## src/rtl/ramb16_s2_s18_fifo_ctrl.sv

```systemverilog
// FIFO controller for an X_RAMB16_S2_S18-style RAM: 2-bit symbols written on port A, packed 16-bit words read on port B.
// Define RAMB16_FIFO_ERR_FLAGS_EN to add sticky OVF/UDF error outputs.
module ramb16_s2_s18_fifo_ctrl #(
    parameter int AFULL_SYMS = 8184
) (
    input  logic        CLK,
    input  logic        RST,
    input  logic        WR_EN,
    input  logic [1:0]  DIN,
    output logic        FULL,
    output logic        ALMOST_FULL,
    input  logic        RD_EN,
    output logic [15:0] DOUT,
    output logic        DOUT_VALID,
    output logic        EMPTY,
    output logic [12:0] RAM_ADDRA,
    output logic [1:0]  RAM_DIA,
    output logic        RAM_ENA,
    output logic        RAM_WEA,
    output logic [9:0]  RAM_ADDRB,
    output logic        RAM_ENB,
    input  logic [15:0] RAM_DOB
`ifdef RAMB16_FIFO_ERR_FLAGS_EN
    ,
    output logic        OVF,
    output logic        UDF
`endif
);

    localparam logic [13:0] AFULL_OCC = 14'(AFULL_SYMS);

    logic [13:0] wptr_q, wptr_d;
    logic [10:0] rptr_q, rptr_d;
    logic        dout_valid_q, dout_valid_d;
    logic [13:0] occ;
    logic        wr_acc, rd_acc;

    // Occupancy in symbols; the read pointer counts whole 8-symbol words.
    assign occ         = wptr_q - {rptr_q, 3'b000};
    assign FULL        = (occ == 14'd8192);
    assign EMPTY       = (occ < 14'd8);
    assign ALMOST_FULL = (occ >= AFULL_OCC);

    assign wr_acc = WR_EN & ~FULL & ~RST;
    assign rd_acc = RD_EN & ~EMPTY & ~RST;

    assign RAM_ENA    = wr_acc;
    assign RAM_WEA    = wr_acc;
    assign RAM_ADDRA  = wptr_q[12:0];
    assign RAM_DIA    = DIN;
    assign RAM_ENB    = rd_acc;
    assign RAM_ADDRB  = rptr_q[9:0];
    assign DOUT       = RAM_DOB;
    assign DOUT_VALID = dout_valid_q;

    always_comb begin
        // NOTE: every next-state signal gets a default first so no latch is inferred.
        wptr_d       = wptr_q;
        rptr_d       = rptr_q;
        dout_valid_d = rd_acc;
        if (wr_acc) wptr_d = wptr_q + 14'd1;
        if (rd_acc) rptr_d = rptr_q + 11'd1;
    end

    always_ff @(posedge CLK) begin
        // NOTE: non-blocking assignments so every register samples pre-edge values.
        if (RST) begin
            wptr_q       <= '0;
            rptr_q       <= '0;
            dout_valid_q <= 1'b0;
        end else begin
            wptr_q       <= wptr_d;
            rptr_q       <= rptr_d;
            dout_valid_q <= dout_valid_d;
        end
    end

`ifdef RAMB16_FIFO_ERR_FLAGS_EN
    logic ovf_q, ovf_d;
    logic udf_q, udf_d;

    // Sticky: a dropped request latches its flag until the next reset.
    always_comb begin
        ovf_d = ovf_q | (WR_EN & FULL);
        udf_d = udf_q | (RD_EN & EMPTY);
    end

    always_ff @(posedge CLK) begin
        if (RST) begin
            ovf_q <= 1'b0;
            udf_q <= 1'b0;
        end else begin
            ovf_q <= ovf_d;
            udf_q <= udf_d;
        end
    end

    assign OVF = ovf_q;
    assign UDF = udf_q;
`endif

endmodule

```

## config.mk

```make
export PLATFORM = sky130hd
export DESIGN_NAME = ramb16_s2_s18_fifo_ctrl
export DESIGN_NICKNAME = d
export VERILOG_FILES = /design/src/rtl/ramb16_s2_s18_fifo_ctrl.sv
export SDC_FILE = /design/constraint.sdc
export NUM_CORES = 1
export LEC_CHECK = 0
export CAP_MARGIN = 30
export CORE_MARGIN = 2
export CORE_UTILIZATION = 47
export DETAILED_ROUTE_END_ITERATION = 10
export PLACE_DENSITY = 0.92
export SLEW_MARGIN = 40
export SYNTH_ARGS = -nofsm -noshare
export SYNTH_HDL_FRONTEND = slang
export SYNTH_SLANG_ARGS = --single-unit
```

## constraint.sdc

```tcl
create_clock -name CLK -period 3.25 [get_ports CLK]
set_input_delay 0.325 -clock CLK [delete_from_list [all_inputs] [get_ports CLK]]
set_output_delay 0.325 -clock CLK [all_outputs]
set_load 0.01 [all_outputs]
```

Word-level counts from Yosys, hierarchy flattened

Index checks and enable logic that the tools add are counted.

Bits in registers: 26
Input bits: 22
Logic and storage cells: 16

$lt $le $gt $ge: 2
Add/sub/neg operators: 3
Equality and inequality tests: 1
Bitwise operators: 7

Operators by type and width:

| operator                                                                               | number |
|---|---|
| 14-bit by 1-bit adder with 14-bit output (second input constant)                       | 1 |
| 14-bit equality test (second input constant)                                           | 1 |
| 14-bit by 13-bit greater-or-equal comparator with 1-bit output (second input constant) | 1 |
| 14-bit by 4-bit < comparator with 1-bit output (second input constant)                 | 1 |
| 14-bit subtractor                                                                      | 1 |
| 11-bit by 1-bit adder with 11-bit output (second input constant)                       | 1 |
| 1-bit AND                                                                              | 4 |
| 1-bit NOT                                                                              | 3 |

Logic depth before layout (Yosys ltp)

Gate-level depths: netlist of run 1.

Depth after elaboration: 5
Gate-level depth with buffers: 12
Depth with buffers taken out: 11

Worst setup path before layout of run 1

OpenSTA, ideal clock, no wires.

Path kind: register -> output
From: reg wptr_q[3]
To: out RAM_WEA
Cell stages (with the launch flop): 12
Path buffers: 1
Path slack: 0.209 ns
Data arrival time: 2.716 ns
Data required time: 2.925 ns
Path through: dfxtp_1 inv_1 ha_1 fa_1 nand2b_1 a2111oi_4 o2111a_1 a211oi_2 or3b_1 o21ai_2 nor2_1 buf_4

Longest elaborated chain between the ends: 5

Ends and longest elaborated chain:

| what                     | line | RTL |
|---|---|---|
| start: declaration       | 32   | `logic [13:0] wptr_q, wptr_d;` |
| start signal: assignment | 72   | `wptr_q <= wptr_d;` |
| 14-bit subtractor        | 39   | `assign occ = wptr_q - {rptr_q, 3'b000};` |
| 14-bit equality test     | 40   | `assign FULL = (occ == 14'd8192);` |
| 1-bit NOT                | 44   | `assign wr_acc = WR_EN & ~FULL & ~RST;` |
| 1-bit AND (2 in series)  | 44   |  |
| end: declaration         | 19   | `output logic RAM_WEA,` |

No other way between the ends.

Final worst setup path of run 1

Same ends and word-level chain as after synthesis.

==> results of run 1 <==
[area by class of cell]
type | count | area [µm²] | share of cell area [%]
Inverter | 18 | 67.6 | 2.43
Tap cell | 52 | 65.1 | 2.34
Sequential cell | 26 | 522 | 18.8
Clock inverter | 1 | 30.0 | 1.08
Clock buffer | 3 | 41.3 | 1.49
Multi-Input combinational cell | 181 | 1450 | 52.1
Timing Repair Buffer | 73 | 604 | 21.8
[through the flow]
| step | instances | worst slack (ns) | hold slack (ns) | area [µm²] | total power [mW] |
|---|---|---|---|---|---|
| after floorplan | 272 | 0.209 | 0.471 | 2200 | 0.488 |
| after global placement | 338 | -0.181 | 0.485 | 2460 | 0.538 |
| after detailed placement | 338 | -0.242 | 0.495 | 2460 | 0.544 |
| after CTS | 352 | -0.0547 | 0.511 | 2640 | 0.863 |
| after global routing | 354 | -0.0546 | 0.602 | 2780 | 0.926 |
| final | 354 | 0.0202 | 0.535 | 2780 | 0.894 |
[cells by family after synthesis]
logic type / after synthesis / synth area share [%]
xor gates and xnor gates: 20 / 7.96
buffers and inverters: 65 / 18.9
muxes: 4 / 1.93
DFF: 26 / 23.7
AOI/OAI and AO/OA: 49 / 16.9
and+or+nand+nor: 94 / 22.3
adders and majority gates: 14 / 8.31
[worst min path at each step]
stage	slack (ns)	startpoint	to
floorplan	0.47	rptr_q[7]	rptr_q[7]
global placement	0.48	rptr_q[7]	rptr_q[7]
detailed placement	0.50	rptr_q[7]	rptr_q[7]
CTS	0.51	rptr_q[7]	rptr_q[7]
global route	0.60	rptr_q[7]	rptr_q[7]
finish	0.53	rptr_q[7]	rptr_q[7]
[cell usage in the layout (no fill, tap or decap), types with 3 or more instances in the layout]
cell and n:
xor2_1 13, nor2_1 25, buf_4 39, o21ai_0 10
dfxtp_1 25, clkdlybuf4s50_1 27, a21oi_1 11, or3_1 5
and3_1 9, ha_1 10, nand3_1 4, xnor2_1 6
inv_1 16, nand2_1 16, nand4_1 6, clkbuf_8 3
buf_2 6
[routing by layer]
metal / up-vias / global-route usage [%] / part of all wire [%]
li1: 972 / - / -
met1: 950 / 26.7 / 42
met2: 75 / 37.0 / 49
met3: 21 / 4.03 / 5.6
met4: 0 / 10.1 / 4.1
met5: - / 0 / 0
[repair_timing]
action                                 in CTS  in global routing
buffers inserted                           11                  3
gates resized for setup                    36                 26
hold buffers                                0                  0
endpoints found under the hold margin       0                  0
setup endpoints to repair                   8                 10
pin swaps                                  16                 16
[flip-flops by register name (all words and copies together), names as in the netlist]
name / count
wptr_q: 14
DOUT_VALID: 1
rptr_q: 11
[critical path, delay by kind of cell (launching register included)]
family,cells,cell delay (ns)
AO/OA/AOI/OAI,4,0.67
adder cells (fa/ha/maj),2,0.48
buffers and inverters,4,0.50
flip-flops,1,0.34
AND/OR/NAND/NOR,3,0.63
[where the power goes]
group	internal, mW	switching (mW)
Clock	0.165	0.109
Sequential	0.325	0.00766
Combinational	0.146	0.141
==> results.sh, run 1 <==
export IMPL_status="finished, final reports clean"
export IMPL_cap_violations=0
export IMPL_cts_root_buf="clkbuf_8"
export IMPL_timing_slew_headroom_pct=56.5
export IMPL_ir_worst_vdd_mv=0.283
export IMPL_path_cells="inv_2, ha_4, fa_2, nand2b_4, a2111oi_4, buf_4, buf_4, o2111a_1, a211oi_2, or3b_4, o21ai_4, nor2_2, buf_2"
export IMPL_syn_num_nets=308
export IMPL_post_synth_top_count_cell="buf_4"
export IMPL_postSynth_asyncResetShare_pct=0
export IMPL_ys_ff_latch=26
export IMPL_htreeDepth=1
export IMPL_synth_area_top_cells="dfxtp_1, buf_4, ha_1, xor2_1, nor2_1"
export IMPL_fin_crit_sh_pct=99.4
export IMPL_ys_top_cells_by_count="buf_4, nor2_1, dfxtp_1, inv_1, nand2_1"
export IMPL_rsz0062_at_grt="yes"
export IMPL_min_path_type="flop to flop"
export IMPL_grt_pass1_wl_um=8930
export IMPL_fill_cells=373
export IMPL_numCtsBuffers=3
export IMPL_yosysSeqAreaShare_pct=23.7
export IMPL_ioPinCount=70
export IMPL_synthesis_area_um2=2200
export IMPL_fin_setup_tns_ns=0
export IMPL_routed_via_density=5.70
export IMPL_die_w_um=72.4
export IMPL_wire_per_inst_um=16.7
export IMPL_syn2layout_area_growth_pct=26.2
export IMPL_critPathMaxStageDelay_ns=0.42
export IMPL_crit_path_end="RAM_WEA"
export IMPL_rrSetupSlack_ns=0.10
export IMPL_synth_edf_count=0
export IMPL_syn_mean_instance_area_um2=8.09
export IMPL_ys_warn_count=0
export IMPL_grt_max_degree=17
export IMPL_vias=2018
export IMPL_r2r_cells=15
export IMPL_slowest_stage="or3b_4"
export IMPL_cp_start_kind="flop"
export IMPL_cts_tree="yes"
export IMPL_overflow=0
export IMPL_clk_pin_slew_worst_paths_ns=0.10
export IMPL_path_max_fanout=4
export IMPL_synth_top_area_cell="dfxtp_1"
export IMPL_clk_path_buf_depth=2
export IMPL_track_usage_pct=21.8
export IMPL_r2r_start="wptr_q[3]"
export IMPL_critPathKind="flop to output port"
export IMPL_slew_viol_final=0
export IMPL_critPathArrivalTime_ns=2.90
export IMPL_skew_ns=0.00785
export IMPL_holdPathStages=2
export IMPL_cp_common_cell="buf_4"
export IMPL_synth_top_area_share_pct=23.7
export IMPL_port_buffers=33
export IMPL_max_freq_mhz=310
export IMPL_hold_viol_final=0
export IMPL_r2r_end="rptr_q[8]"
export IMPL_dominantRegCellSynth="dfxtp_1"
export IMPL_clock_sinks=26
export IMPL_worst_slew_pin_slew_ns=0.642
export IMPL_min_period_ns=3.23
export IMPL_dieHeight_um=72.4
export IMPL_cp_end_kind="output port"
export IMPL_synthCells=272
export IMPL_drtIter0Drc=91
export IMPL_worstPathRequired_ns=2.92
export IMPL_p_per_area_nw_per_um2=322
export IMPL_antenna_found_initial=0
export IMPL_initial_core_util_pct=49.5
export IMPL_grt_pass1_vias=1903
export IMPL_drive_above_1_share_pct=28.8
export IMPL_diodes=0
export IMPL_crit_start="wptr_q[3]"
export IMPL_gp_congestion=0.934
export IMPL_coreArea_um2=4440
export IMPL_postRouteAntennaNets=0
export IMPL_setup_viol=0
export IMPL_yosysUniqueCellTypes=56
export IMPL_wl_um=5920
export IMPL_dp_hpwl_um=4030
export IMPL_rows=24
export IMPL_dr_pass1_iters=4
export IMPL_cellLeakagePower_nw=1.16
export IMPL_nets=339
export IMPL_worstSkewPairLatency_ns=0.28
export IMPL_fin_util_pct=62.4
export IMPL_die_area_um2=5240
export IMPL_post_route_drc_count=0
No activity file was read; power rests on OpenSTA's default activity.
==> run 2, diff against run 1 <==
HOLD_SLACK_MARGIN = 0.08   (was unset)
==> results of run 2 <==
Same layout as run 1: the final DEF is identical, and so are final timing and power.
==> run 3, diff against run 2 <==
CAP_MARGIN = 20   (was 30)
==> results of run 3 <==
Same layout as run 1: the final DEF is identical, and so are final timing and power.
